--- src/rtl/scie_issuer.sv ---
// scie_issuer: request-side issue/capture wrapper for the pipelined SCIE
// complex-arithmetic unit. Registers each accepted request onto the SCIE
// issue port, tracks it through a LATENCY-deep tag pipeline, captures the
// returned rd one cycle later, and buffers it in a first-word-fall-through
// result FIFO tagged with an 8-bit sequence number. A credit counter keeps
// every in-flight request backed by a free FIFO slot, since SCIE cannot stall.
// Optional feature macro: SCIE_ISSUER_PERF_EN enables the perf counters.
module scie_issuer #(
  parameter int LATENCY = 1,
  parameter int DEPTH   = 4
) (
  input  logic               clock,
  input  logic               reset,
  input  logic               io_in_valid,
  output logic               io_in_ready,
  input  logic [31:0]        io_in_insn,
  input  logic signed [15:0] io_in_rs1_real,
  input  logic signed [15:0] io_in_rs1_imag,
  input  logic [31:0]        io_in_rs2,
  output logic               io_scie_valid,
  output logic [31:0]        io_scie_insn,
  output logic [31:0]        io_scie_rs2,
  output logic signed [15:0] io_scie_rs1_real,
  output logic signed [15:0] io_scie_rs1_imag,
  input  logic signed [15:0] io_scie_rd_real,
  input  logic signed [15:0] io_scie_rd_imag,
  output logic               io_out_valid,
  input  logic               io_out_ready,
  output logic signed [15:0] io_out_real,
  output logic signed [15:0] io_out_imag,
  output logic [7:0]         io_out_seq,
  output logic [31:0]        io_perf_issued,
  output logic [31:0]        io_perf_stalls
);

  localparam int DATA_W = 16;
  localparam int AW     = (DEPTH > 1) ? $clog2(DEPTH) : 1;
  localparam int CW     = $clog2(DEPTH) + 1;

  logic          accept;
  logic          pop;
  logic [CW-1:0] used;
  logic [7:0]    seq;

  // Credits are checked against registered occupancy only.
  assign io_in_ready = (used < CW'(DEPTH));
  assign accept      = io_in_valid && io_in_ready;
  assign pop         = io_out_valid && io_out_ready;

  // Credit counter: one credit per request from accept until its result is popped.
  always_ff @(posedge clock or posedge reset) begin
    if (reset) begin
      used <= '0;
    end else if (accept && !pop) begin
      used <= used + CW'(1);
    end else if (!accept && pop) begin
      used <= used - CW'(1);
    end
  end

  // Sequence tag counter, wraps 255 -> 0.
  always_ff @(posedge clock or posedge reset) begin
    if (reset) begin
      seq <= 8'd0;
    end else if (accept) begin
      seq <= seq + 8'd1;
    end
  end

  // ---- stage p0: SCIE issue register ----
  logic                     vld_p0;
  logic [31:0]              insn_p0;
  logic [31:0]              rs2_p0;
  logic signed [DATA_W-1:0] re_p0;
  logic signed [DATA_W-1:0] im_p0;
  logic [7:0]               seq_p0;

  // Issue register; data fields hold their last value when idle.
  always_ff @(posedge clock or posedge reset) begin
    if (reset) begin
      vld_p0  <= 1'b0;
      insn_p0 <= '0;
      rs2_p0  <= '0;
      re_p0   <= '0;
      im_p0   <= '0;
    end else begin
      vld_p0 <= accept;
      if (accept) begin
        insn_p0 <= io_in_insn;
        rs2_p0  <= io_in_rs2;
        re_p0   <= io_in_rs1_real;
        im_p0   <= io_in_rs1_imag;
      end
    end
  end

  // Sequence tag travelling alongside the issued request.
  always_ff @(posedge clock) begin
    if (accept) begin
      seq_p0 <= seq;
    end
  end

  assign io_scie_valid    = vld_p0;
  assign io_scie_insn     = insn_p0;
  assign io_scie_rs2      = rs2_p0;
  assign io_scie_rs1_real = re_p0;
  assign io_scie_rs1_imag = im_p0;

  // ---- stage p1: tag pipeline matching the SCIE latency ----
  logic [LATENCY-1:0] vld_p1;
  logic [7:0]         seq_p1 [LATENCY];

  // Tag valid shift register; cleared on reset so stale SCIE results are ignored.
  always_ff @(posedge clock or posedge reset) begin
    if (reset) begin
      vld_p1 <= '0;
    end else begin
      vld_p1[0] <= vld_p0;
      for (int i = 1; i < LATENCY; i++) begin
        vld_p1[i] <= vld_p1[i-1];
      end
    end
  end

  // Tag sequence shift register.
  always_ff @(posedge clock) begin
    seq_p1[0] <= seq_p0;
    for (int i = 1; i < LATENCY; i++) begin
      seq_p1[i] <= seq_p1[i-1];
    end
  end

  // ---- stage p2: rd capture ----
  logic                     vld_p2;
  logic signed [DATA_W-1:0] re_p2;
  logic signed [DATA_W-1:0] im_p2;
  logic [7:0]               seq_p2;

  // Capture valid: rd is sampled in the cycle the tag exits the pipeline.
  always_ff @(posedge clock or posedge reset) begin
    if (reset) begin
      vld_p2 <= 1'b0;
    end else begin
      vld_p2 <= vld_p1[LATENCY-1];
    end
  end

  // Capture rd and its tag bit-exact.
  always_ff @(posedge clock) begin
    re_p2  <= io_scie_rd_real;
    im_p2  <= io_scie_rd_imag;
    seq_p2 <= seq_p1[LATENCY-1];
  end

  // ---- result FIFO ----
  logic signed [DATA_W-1:0] mem_re  [DEPTH];
  logic signed [DATA_W-1:0] mem_im  [DEPTH];
  logic [7:0]               mem_seq [DEPTH];
  logic [AW-1:0]            wr_ptr;
  logic [AW-1:0]            rd_ptr;
  logic [CW-1:0]            count;

  // FIFO storage write; credits guarantee a free slot.
  always_ff @(posedge clock) begin
    if (vld_p2) begin
      mem_re[wr_ptr]  <= re_p2;
      mem_im[wr_ptr]  <= im_p2;
      mem_seq[wr_ptr] <= seq_p2;
    end
  end

  // FIFO pointers and occupancy; write into empty FIFO is visible next cycle.
  always_ff @(posedge clock or posedge reset) begin
    if (reset) begin
      wr_ptr <= '0;
      rd_ptr <= '0;
      count  <= '0;
    end else begin
      if (vld_p2) begin
        wr_ptr <= wr_ptr + AW'(1);
      end
      if (pop) begin
        rd_ptr <= rd_ptr + AW'(1);
      end
      if (vld_p2 && !pop) begin
        count <= count + CW'(1);
      end else if (!vld_p2 && pop) begin
        count <= count - CW'(1);
      end
    end
  end

  assign io_out_valid = (count != '0);
  assign io_out_real  = io_out_valid ? mem_re[rd_ptr]  : '0;
  assign io_out_imag  = io_out_valid ? mem_im[rd_ptr]  : '0;
  assign io_out_seq   = io_out_valid ? mem_seq[rd_ptr] : '0;

`ifdef SCIE_ISSUER_PERF_EN
  logic [31:0] issued;
  logic [31:0] stalls;

  // Performance counters: accepted requests and blocked request cycles.
  always_ff @(posedge clock or posedge reset) begin
    if (reset) begin
      issued <= '0;
      stalls <= '0;
    end else begin
      if (accept) begin
        issued <= issued + 32'd1;
      end
      if (io_in_valid && !io_in_ready) begin
        stalls <= stalls + 32'd1;
      end
    end
  end

  assign io_perf_issued = issued;
  assign io_perf_stalls = stalls;
`else
  assign io_perf_issued = 32'd0;
  assign io_perf_stalls = 32'd0;
`endif

endmodule

--- config.mk ---
export PLATFORM = sky130hd
export DESIGN_NAME = scie_issuer
export DESIGN_NICKNAME = d
export VERILOG_FILES = /design/src/rtl/scie_issuer.sv
export SDC_FILE = /design/constraint.sdc
export NUM_CORES = 1
export LEC_CHECK = 0
export BUFFER_PORTS_ARGS = -buffer_cell sky130_fd_sc_hd__buf_2
export CAP_MARGIN = 20
export CORE_MARGIN = 3
export CORE_UTILIZATION = 52
export DETAILED_ROUTE_END_ITERATION = 10
export PLACE_DENSITY = 0.79
export SLEW_MARGIN = 5
export SYNTH_ARGS = -nofsm -noshare
export SYNTH_HDL_FRONTEND = slang
export SYNTH_SLANG_ARGS = --single-unit
--- constraint.sdc ---
create_clock -name clock -period 4.4 [get_ports clock]
set_input_delay 0.44 -clock clock [delete_from_list [all_inputs] [get_ports clock]]
set_output_delay 0.44 -clock clock [all_outputs]
set_load 0.02 [all_outputs]
==> run_results.csv <==
group,metric,value,unit
run_status,outcome,"finished, final reports clean",
setup_path,critPathArrivalTime,2.58,ns
setup_path,rr_endpoint,"count[2]",
sta,fmax,331.3,MHz
route,vias,6372,
clock_network,post_cts_resized,0,
clock_network,cts-root-buf,"clkbuf_16",
synth,ys_seq_elements,333,
setup_path,r2r_start,"count[1]",
floorplan,die_y,159.7,µm
synth,synth_top_family_by_area,"multiplexers",
floorplan,dieArea,0.02550,mm²
setup_path,rrSetupSlack,1.97,ns
clock_network,clockBufferDepth,3,
setup_path,crit_type,"flip-flop to output port",
hold_path,hold_path_class,"input pin to asynchronous set/reset pin",
setup_path,critPathLaunchType,"flip-flop",
flow_run,maxCapViolations,0,
route,wirelength,25.27,mm
clock_network,htree_levels,2,
sta,hold_violations,0,
sta,max_slew_margin,0.3300,
synth,yosys.area_share.simple,0.02903,
global_route,antenna_found_initial,3,
setup_path,end_kind,"output port",
floorplan,io_pins,335,
synth,synth_compound_area_frac,0.0004075,
placed_design,gp_congestion,0.7990,
setup_path,slowest_stage,"dfrtp_2",
sta,finalCritPeriodShare,0.6860,
cells_and_area,fin_nets,1095,
route,drtIter0Drc,335,
synth,synthMuxAreaShare,0.1647,
floorplan,placeableCoreArea,0.02292,mm²
setup_path,crit_fanout,17,
placed_design,io_buffers,270,
route,viasPerCell,4.928,
sta,maxSlewViolCount,0,
route,drtPass1Iterations,4,
sta,setup_viol,0,
power_and_ir_drop,leakage,6.218,nW
cells_and_area,drive_gt1_frac,0.4872,
synth,synth_area_per_cell,18.78,µm²
setup_path,max_stage_delay,0.74,ns
placed_design,dp_hpwl,16.51,mm
clock_network,cts_buffers,35,
clock_network,cts_tree,"done",
placed_design,pre_cts_ws,1.888,ns
sta,period_needed,3.018,ns
floorplan,fp.dieW,159.7,µm
synth,syn_inst,654,
sta,layout_setup_ws,1.382,ns
synth,synth.distinct_cells,27,
synth,ys_seq_area_frac,0.7274,
setup_path,worstPathCellList,"buf_4 > mux4_2 > and2_1 > buf_2",
cells_and_area,fillers,1567,
floorplan,start_util,0.5360,
sta,rsz0062_at_grt,"no",
clock_network,cts_sinks,333,
global_route,grt_overflow,0,
setup_path,reg2reg_depth,9,
clock_network,clk_latency,0.52,ns
synth,synthXorXnorAreaFrac,0.01141,
global_route,grt_usage,0.1955,
global_route,first_global_vias,6894,
floorplan,fp-row-count,55,
power_and_ir_drop,ir_worst_vdd,0.6027,mV
setup_path,critPathRequiredTime,3.96,ns
route,drc,0,
cells_and_area,utilization,0.6572,
setup_path,startpoint,"rd_ptr[0]",
clock_network,postCtsSetupBuffers,0,
cells_and_area,seq_area,0.008936,mm²
power_and_ir_drop,p_total,11.37,mW
route,wl_per_cell,19.55,µm
sta,skew,0.01285,ns
sta,setup_tns,0,ns
cells_and_area,syn2layout_area_growth,22.62,%
synth,synth_warnings,0,
cells_and_area,multiInputGateArea,0.002905,mm²
power_and_ir_drop,powerDensity,755.1,mW/mm²
clock_network,clkTransAtPathRegs,0.06,ns
sta,tightest_slew,1.005,ns
clock_network,cts_hold_buf,10,
route,antenna_left,0,
global_route,grt_pass1_wl,38.86,mm
setup_path,critPathCapture,"io_out_imag[14]",
global_route,grt_max_degree,90,
synth,synthAdderAreaFrac,0.01039,
synth,syn_area,0.01228,mm²
==> cells in the mapped netlist <==
cell type	instances	area, µm²
edfxtp_1	168	5045
dfrtp_1	117	2928
mux2_2	99	1115
buf_4	64	480.5
dfxtp_1	48	960.9
and2_1	44	275.3
mux4_2	38	855.8
buf_2	15	75.07
xnor2_1	11	96.34
ha_1	7	87.58
clkbuf_1	6	22.52
inv_1	6	22.52
xor2_1	5	43.79
buf_12	4	80.08
nand2_1	4	15.01
nand4_1	4	25.02
fa_1	2	40.04
mux4_1	2	52.55
nor2_1	2	7.510
and3_1	1	6.260
and4b_1	1	10.01
buf_6	1	11.26
conb_1	1	3.750
nand3_1	1	5.000
nor2b_1	1	6.260
o21ai_0	1	5.000
or3_1	1	6.260
==> flip-flops by register name, indices dropped and copies added, names as in the netlist, 8 cells and up <==
register / count
mem_im: 64
mem_re: 64
io_scie_insn: 32
io_scie_rs2: 32
mem_seq: 32
im_p2: 16
io_scie_rs1_imag: 16
io_scie_rs1_real: 16
re_p2: 16
seq: 8
seq_p0: 8
seq_p1: 8
seq_p2: 8
==> area by class of cell <==
cell class / instances / area share
sequential: 333 / 0.5934
clock buffer: 44 / 0.06173
tap: 313 / 0.02601
timing repair buffer: 290 / 0.1070
clock inverter: 18 / 0.01712
antenna: 1 / 0.0001662
inverter: 6 / 0.001662
multi-input combinational: 288 / 0.1929
==> worst min path at each step <==
stage                              from               end  slack (ns)
floorplan                  seq_p1[0][0]         seq_p2[0]        0.31
global placement           seq_p1[0][7]         seq_p2[7]        0.31
detailed placement         seq_p1[0][4]         seq_p2[4]        0.32
CTS                  io_scie_rd_imag[4]          im_p2[4]       0.005
global route        io_scie_rd_imag[12]         im_p2[12]       0.004
finish                            reset  io_scie_insn[23]       0.006
==> layer usage <==
metal	vias to the layer above	wire length, µm	track usage
li1	2872	-	-
met4	4	746	0.07760
met3	47	2162	0.06978
met5	-	19	0
met1	3187	9677	0.2372
met2	262	12670	0.3226
==> through the flow <==
step           instances  hold WS (ns)  cell area, µm²
6_report            1293      0.006388           15060
5_1_grt             1292      0.003593           15060
4_1_cts             1288      0.004592           14950
3_5_place_dp        1216        0.3153           13670
3_3_place_gp        1216        0.3107           13670
2_1_floorplan        717        0.3096           12520
==> cells by family (layout without fill, tap and decap cells) <==
family,Yosys count,after routing
AOI/OAI and AO/OA,1,1
xor gates and xnor gates,16,16
adders and majority gates,9,9
buffers and inverters,96,358
DFF,333,333
muxes,139,139
other,1,65
and+or+nand+nor,59,59
==> where the power goes <==
group	internal (mW)	switching (mW)
Clock	1.81	1.18
Sequential	4.13	0.511
Combinational	1.62	2.11
==> cells in the final DEF (no fill, tap or decap), types with 2 or more instances in the layout <==
cell type      netlist  final
buf_2               15    270
edfxtp_1           168    168
dfrtp_1            117    115
mux2_2              99     99
conb_1               1     64
dfxtp_1             48     48
and2_1              44     40
mux4_2              38     38
clkbuf_16            0     35
xnor2_1             11     11
dlygate4sd3_1        0     10
ha_1                 7      7
clkbuf_1             6      7
inv_1                6      5
xor2_1               5      5
bufinv_16            0      5
clkinv_2             0      5
buf_4               64      5
nand2_1              4      4
and2_2               0      4
nand4_1              4      4
clkinv_1             0      3
buf_16               0      3
mux4_1               2      2
nor2_1               2      2
fa_1                 2      2
clkbuf_8             0      2
buf_12               4      2
dfrtp_2              0      2
==> critical path: cells and delay by family (launching register included) <==
kind          cells  cell delay (ns)
flops             1             0.74
buf+inv           2             0.59
mux               1             0.55
simple gates      1             0.17
Power figures use the tool's default switching activity.
